--- config.mk ---
export PLATFORM = sky130hd
export DESIGN_NAME = subbytes_sched_32
export DESIGN_NICKNAME = d
export VERILOG_FILES = /design/src/rtl/aes_sched_pkg.sv /design/src/rtl/subbytes_tag_pipe.sv /design/src/rtl/subbytes_sched_32.sv
export SDC_FILE = /design/constraint.sdc
export NUM_CORES = 1
export LEC_CHECK = 0
export BUFFER_PORTS_ARGS = -buffer_cell sky130_fd_sc_hd__buf_4
export CAP_MARGIN = 20
export CORE_MARGIN = 3
export CORE_UTILIZATION = 25
export DETAILED_ROUTE_END_ITERATION = 16
export SLEW_MARGIN = 30
export SYNTH_ARGS = -nofsm -noshare
export SYNTH_HDL_FRONTEND = slang
export SYNTH_SLANG_ARGS = --single-unit
--- constraint.sdc ---
create_clock -name clk -period 2 [get_ports clk]
set_input_delay 0.1 -clock clk [delete_from_list [all_inputs] [get_ports clk]]
set_output_delay 0.1 -clock clk [all_outputs]
set_load 0.01 [all_outputs]
--- src/rtl/aes_sched_pkg.sv ---
// Shared types for the SubBytes scheduler: issue tags, FSM states, datapath widths.
package aes_sched_pkg;
  localparam int NCOL    = 4;
  localparam int WORD_W  = 32;
  localparam int STATE_W = 128;

  typedef struct packed {
    logic       valid;
    logic       is_kw;
    logic [1:0] col;
  } tag_t;

  typedef enum logic [1:0] {
    IDLE     = 2'd0,
    ST_ISSUE = 2'd1,
    KW_ISSUE = 2'd2
  } sched_state_t;
endpackage

--- src/rtl/subbytes_tag_pipe.sv ---
// SB_LAT-deep tag shift register tracking words inside the S-box pipeline.
// Latency SB_LAT cycles (0 = pass-through); no backpressure, synchronous clear.
module subbytes_tag_pipe
  import aes_sched_pkg::*;
#(
  parameter int SB_LAT = 0
) (
  input  logic clk,
  input  logic rst,
  input  tag_t tag_in,
  output tag_t tag_out
);

  generate
    if (SB_LAT == 0) begin : g_bypass
      logic unused_ok;
      assign unused_ok = clk ^ rst;
      assign tag_out   = tag_in;
    end else begin : g_pipe
      tag_t stage [SB_LAT];

      always_ff @(posedge clk) begin
        if (rst) begin
          for (int i = 0; i < SB_LAT; i++) stage[i] <= '0;
        end else begin
          stage[0] <= tag_in;
          for (int i = 1; i < SB_LAT; i++) stage[i] <= stage[i-1];
        end
      end

      assign tag_out = stage[SB_LAT-1];
    end
  endgenerate

endmodule

--- src/rtl/subbytes_sched_32.sv ---
// Shares one 32-bit SubBytes unit between 128-bit state requests and 32-bit key words.
// State result 5+SB_LAT cycles after accept, key word 2+SB_LAT; readies low while issuing.
module subbytes_sched_32
  import aes_sched_pkg::*;
#(
  parameter int SB_LAT = 0
) (
  input  logic               clk,
  input  logic               rst,
  input  logic               st_req_valid,
  output logic               st_req_ready,
  input  logic [STATE_W-1:0] st_in,
  output logic               st_out_valid,
  output logic [STATE_W-1:0] st_out,
  input  logic               kw_req_valid,
  output logic               kw_req_ready,
  input  logic [WORD_W-1:0]  kw_in,
  output logic               kw_out_valid,
  output logic [WORD_W-1:0]  kw_out,
  output logic [WORD_W-1:0]  sb_x,
  input  logic [WORD_W-1:0]  sb_y
);

  generate
    if (SB_LAT < 0 || SB_LAT > 2) begin : g_bad_lat
      $error("subbytes_sched_32: SB_LAT must be 0..2");
    end
  endgenerate

  sched_state_t       state_q, state_d;
  logic [1:0]         col_q, col_d;
  logic               rr_kw_q;
  logic [STATE_W-1:0] st_buf_q;
  logic [WORD_W-1:0]  kw_buf_q;
  logic [WORD_W-1:0]  asm_q [NCOL-1];
  tag_t               tag_in, tag_tail;
  logic               idle, st_grant, kw_grant;

  assign idle         = (state_q == IDLE);
  assign kw_req_ready = idle & (~st_req_valid | rr_kw_q);
  assign st_req_ready = idle & (~kw_req_valid | ~rr_kw_q);
  assign kw_grant     = kw_req_valid & kw_req_ready;
  assign st_grant     = st_req_valid & st_req_ready;

  always_comb begin
    state_d = state_q;
    col_d   = col_q;
    tag_in  = '0;
    sb_x    = '0;
    case (state_q)
      IDLE: begin
        if (kw_grant) begin
          state_d = KW_ISSUE;
        end else if (st_grant) begin
          state_d = ST_ISSUE;
          col_d   = 2'd0;
        end
      end
      ST_ISSUE: begin
        sb_x   = st_buf_q[(NCOL-1-int'(col_q))*WORD_W +: WORD_W];
        tag_in = '{valid: 1'b1, is_kw: 1'b0, col: col_q};
        col_d  = col_q + 2'd1;
        if (col_q == 2'd3) state_d = IDLE;
      end
      KW_ISSUE: begin
        sb_x    = kw_buf_q;
        tag_in  = '{valid: 1'b1, is_kw: 1'b1, col: 2'd0};
        state_d = IDLE;
      end
      default: state_d = IDLE;
    endcase
  end

  subbytes_tag_pipe #(.SB_LAT(SB_LAT)) u_tag_pipe (
    .clk     (clk),
    .rst     (rst),
    .tag_in  (tag_in),
    .tag_out (tag_tail)
  );

  always_ff @(posedge clk) begin
    if (rst) begin
      state_q      <= IDLE;
      col_q        <= 2'd0;
      rr_kw_q      <= 1'b1;
      st_buf_q     <= '0;
      kw_buf_q     <= '0;
      for (int i = 0; i < NCOL-1; i++) asm_q[i] <= '0;
      st_out       <= '0;
      st_out_valid <= 1'b0;
      kw_out       <= '0;
      kw_out_valid <= 1'b0;
    end else begin
      state_q      <= state_d;
      col_q        <= col_d;
      st_out_valid <= 1'b0;
      kw_out_valid <= 1'b0;
      if (kw_grant) begin
        kw_buf_q <= kw_in;
        rr_kw_q  <= 1'b0;
      end
      if (st_grant) begin
        st_buf_q <= st_in;
        rr_kw_q  <= 1'b1;
      end
      // Last column bypasses the assemble buffer so st_out only ever loads a complete state.
      if (tag_tail.valid) begin
        if (tag_tail.is_kw) begin
          kw_out       <= sb_y;
          kw_out_valid <= 1'b1;
        end else if (tag_tail.col == 2'd3) begin
          st_out       <= {asm_q[0], asm_q[1], asm_q[2], sb_y};
          st_out_valid <= 1'b1;
        end else begin
          asm_q[tag_tail.col] <= sb_y;
        end
      end
    end
  end

endmodule
# Yosys cells after proc, flatten, opt, wreduce, memory -nomap -nowiden
# Memories as Yosys holds them, arrays and structs flattened. A register that Yosys moved wholly into a read port is not among the register bits.
# Index checks and enable logic that the tools add are counted.
[word_totals] ff_bits=327 ram_bits=96 mem_count=1 mem_bits_ro=0 latch_bits=0
[mem_list] name="asm_q" depth=3 width=32 rd=3 rd_clocked_by_memory_dff=3 write_ports=3 line="subbytes_sched_32.sv:35" text="logic [WORD_W-1:0] asm_q [NCOL-1];"
[op_classes] n_addsub=2 n_reduce_logical=10 mux=21 n_shift=1 n_eq_ne=8 bitwise_logic=11 div_mod_pow=0 multipliers=0 n_lt_le_gt_ge=0
[op_table] operator="$shiftx 128x8->32" count=1
[op_table] operator="$pmux 32 s2" count=1
[op_table] operator="$mux 32" count=1
[op_table] operator="$reduce_or 32->1" count=1
[op_table] operator="$mux 2" count=6
[op_table] operator="$mux 1" count=10
[op_table] operator="$pmux 2 s2" count=2
[op_table] operator="$pmux 4 s2" count=1
[op_table] operator="$eq 2x2->1 const B" count=3
[op_table] operator="$reduce_and 3->1" count=2
[op_table] operator="$not 1->1" count=5
[op_table] operator="$and 1x1->1" count=4
[op_table] operator="$ne 2x2->1 const B" count=2
[op_table] operator="$reduce_and 2->1" count=2
[op_table] operator="$reduce_or 2->1" count=2
[op_table] operator="$ne 3x1->1 const B" count=1
[op_table] operator="$reduce_or 3->1" count=1
[op_table] operator="$sub 2x2->3 const A" count=1
[op_table] operator="$add 2x1->2 const B" count=1
[op_table] operator="$eq 2x1->1 const B" count=1
[op_table] operator="$logic_not 2->1" count=1
[op_table] operator="$ne 2x1->1 const B" count=1
[op_table] operator="$or 1x1->1" count=2
[op_table] operator="$reduce_bool 2->1" count=1

# Longest topological paths before layout
[depth] word_depth=10 mapped_depth=8 ltp_nobuf=6

# By module
# Synthesis repeated with hierarchy kept, for this count alone.
[hier_totals] cells_unflattened=1834 area_unflattened_um2=16664.7
[modules_own_cells] mod="subbytes_sched_32" cells_per_inst=1830 area_per_inst_um2=16634.7 seq_area_each_um2=9429.0 instances=1
[modules_own_cells] mod="subbytes_tag_pipe" cells_per_inst=4 area_per_inst_um2=30.0 seq_area_each_um2=0.0 instances=1

# Worst setup path before layout
# No wires, ideal clock.
[synth_timing] kind="register -> register" from="register state_q[1]" to="memory asm_q[1][0], enable pin" path_stages_with_launch=6 arrival_time_ps=1704 required_time_ps=1625 period_less_slack_ps=2079 n_path_buf=0 path_slack_ps=-79 path_cell_list="dfxtp_1 -> inv_1 -> ha_1 -> nand2_1 -> nor4_4 -> or2_2"
[synth_rtl] element="start, declared" line="subbytes_sched_32.sv:30" text="sched_state_t state_q, state_d;"
[synth_rtl] element="start signal, assigned" line="subbytes_sched_32.sv:94" text="state_q <= state_d;"
[synth_rtl] element="end, declared" line="subbytes_sched_32.sv:35"

# Worst setup path in the final report
[layout_timing] from="register state_q[1]" to="output sb_x[19]"
[layout_between] elab_chain_len=2 elab_cells_between_ends=3 classes_between="eq/ne (2); mux (1)"
[layout_lines] element="$eq 2x2->1 or $eq 2x1->1 (tied branches)" line="subbytes_sched_32.sv:50" text="case (state_q)"
[layout_lines] element="$pmux 32 s2 *" line="subbytes_sched_32.sv:50"
[layout_lines] element="end, declared" line="subbytes_sched_32.sv:20" text="output logic [WORD_W-1:0] sb_x,"
# Every way passes the cells marked *; elsewhere a longest branch is shown, timed or not.

==> run_results.csv <==
group,metric,value,unit
outcome,status,"finished, violations left",
outcome,violations,"negative setup slack",
timing,tightest_slew,0.8581,ns
worst_setup_path,cp-end-kind,"primary output",
yosys,syn-instance-count,1793,
global_routing,grt_pass1_wl,95120,µm
clocking,cts.sinks,423,
routing,totalWireLength,63240,µm
floorplanning,ios,392,
worst_setup_path,worstSetupStartpoint,"state_q[1]",
timing,fmax,418.7,MHz
layout,final_nets,2539,
power_and_ir_drop,p_leak,0.009673,µW
layout,syn_to_final_growth,51.29,%
clocking,root_buffer,"clkbuf_16",
min_path,holdCritStartpoint,"kw_req_valid",
clocking,worstSkewPairLatency,0.59,ns
global_routing,grt.total_usage,0.1726,
timing,finalCritPeriodShare,1.194,
routing,drt_iter0_drc,1181,
routing,viasPerCell,4.883,
worst_setup_path,cp-start-kind,"flip-flop",
layout,mostFrequentLayoutCells,"buf_4, dfxtp_1, a21oi_1",
worst_setup_path,max_stage_delay,0.35,ns
yosys,ys_seq_elements,423,
floorplanning,die_w,264.0,µm
routing,route.vias.total,15810,
min_path,hold_path.class,"input pin to flip-flop",
yosys,synth_fp_nets,1994,
yosys,synth_edf_count,96,
job,drv_cap,0,
timing,hold_viol,0,
global_routing,grt_overflow,0,
worst_setup_path,crit_fanout,10,
global_routing,grt_max_degree,159,
worst_setup_path,path_cells,"inv_4, ha_4, buf_6, nand3b_1, buf_12, buf_12, o22ai_2, a21o_1, buf_6",
timing,min_period,2.388,ns
timing,finalWorstSetupSlack,-0.3883,ns
clocking,numCtsBuffers,49,
worst_setup_path,crit_family,"buffers and inverters",
yosys,yosys_warnings,0,
worst_setup_path,required,1.90,ns
timing,drv_slew,0,
yosys,synth_cell_types,39,
layout,drive_above_1_share,0.2535,
worst_setup_path,regToRegStartpoint,"state_q[1]",
worst_setup_path,crit_type,"flip-flop to primary output",
routing,wl_per_cell,19.54,µm
placed_design,io_buffers,391,
routing,drtAntennaViolNets,0,
timing,relSlewSlack,0.4279,
clocking,cts.htree.levels,2,
yosys,seq_area_frac_synth,0.5665,
timing,fin_worst_skew,0.04041,ns
global_routing,grt_pass1_vias,15520,
placed_design,hpwl,39740,µm
floorplanning,die_area,69710,µm²
global_routing,grt_antenna_before_repair,3,
floorplanning,die_h,264.0,µm
clocking,tritoncts,"done",
routing,route.detailed.drc,0,
yosys,async_flop_share,0,
worst_setup_path,crit_buf_inv,5,
floorplanning,rows,93,
power_and_ir_drop,power,22710,µW
power_and_ir_drop,power.density,901.7,nW/µm²
routing,first_pass_iters,6,
worst_setup_path,arrival,2.29,ns
layout,final_common_cell,"buf_4",
floorplanning,initial_core_util,0.2554,
worst_setup_path,slowest_stage,"dfxtp_2",
timing,setup_viol,32,
clocking,path_clk_slew,0.06,ns
power_and_ir_drop,ir_drop,0.5217,mV
placed_design,place.gp.congestion,0.8765,
clocking,clockBufferDepth,3,
layout,utilization,0.3864,
floorplanning,core-area,65160,µm²
yosys,syn_area,16640,µm²
timing,rsz0062_at_grt,"yes",
yosys,synth.avg_cell_area,9.282,µm²
yosys,ys.flop_type,"dfxtp_1",
## metrics by stage
step	hold WS, ns	instances	setup slack [ns]	cell area (µm²)	TNS, ns
6_report	0.1534	3237	-0.3883	25180	-10.77
3_3_place_gp	0.3673	2924	0.07544	20670	0
4_1_cts	0.09185	3234	-0.4607	25070	-12.49
3_5_place_dp	0.3729	2924	0.04286	20670	0
2_1_floorplan	0.2360	1793	0.06741	16650	0
5_1_grt	0.1614	3235	-0.4612	25180	-13.84
## path summary, 6_finish.rpt
kind | to | slack (ns) | depth (start not counted)
worst max-delay path | sb_x[19] | -0.39 | 9
worst min-delay path | rr_kw_q | 0.15 | 4
worst max register to register | asm_q[2][22] | 0.04 | 7
worst min register to register | st_out[2] | 0.45 | 2
## worst reg2reg max path, stage by stage, from the launching register on
cell and delay (ns):
dfxtp_2 0.35, inv_4 0.05, ha_4 0.28, nand3_4 0.16, buf_6 0.19, nor4_4 0.20
or2_4 0.24, buf_12 0.16
## layout make-up
type                       instances  area, µm²
inverter                           7      38.79
antenna                            3      7.507
sequential                       423       9435
tap                              855       1070
timing repair buffer             662       6138
clock buffer                      66       1433
fill                            6325      39980
multi-input combinational       1195       6771
clock inverter                    26      286.5
## routing by layer
layer / global-route usage / vias up / wire length, µm
met5: 0 / - / 0
met4: 0.04994 / 0 / 1856
met3: 0.03539 / 128 / 4521
met2: 0.2878 / 715 / 30350
met1: 0.2256 / 7629 / 26510
li1: - / 7335 / -
## registers in the layout (all words and copies together) (netlist names)
name          count
kw_buf_q         32
st_buf_q        128
st_out_valid      1
kw_out_valid      1
asm_q            96
rr_kw_q           1
state_q           2
st_out          128
col_q             2
kw_out           32
## report_power, final
part	switching, µW	internal [µW]	leakage, µW
clock	3780	5590	0.000850
sequential	273	9310	0.00365
combinational	2080	1670	0.00517
total	6130	16600	0.00967
## repair_timing
| item | CTS | global route |
|---|---|---|
| gates resized for setup | 82 | 21 |
| pin swaps | 13 | 6 |
| endpoints found under the setup margin | 38 | 133 |
| hold endpoints to repair | 336 | 0 |
| hold buffers | 198 | 0 |
| setup buffers | 13 | 1 |
| cloned | 7 | 1 |
## Yosys cell counts (32+ instances only)
master    count  share of area
a21oi_1     289          0.087
nand2_1     258          0.058
edfxtp_1     96           0.17
clkbuf_1    106          0.024
dfxtp_1     327           0.39
nor2_1       35         0.0079
mux2i_1      96          0.058
buf_2        41          0.012
nand3_1     162          0.049
and2_1       97          0.036
a21o_1       32          0.014
o22ai_1      33          0.012
o21ai_0     162          0.049
## logic make-up after synthesis
kind of cell	Yosys count	synth area share
AO/OA/AOI/OAI	523	0.1662
adder cells (fa/ha/maj)	5	0.003759
buffers and inverters	175	0.04473
flip-flops	423	0.5665
multiplexers	96	0.05774
AND/OR/NAND/NOR	571	0.1610
No activity file was read; power rests on OpenSTA's default activity.
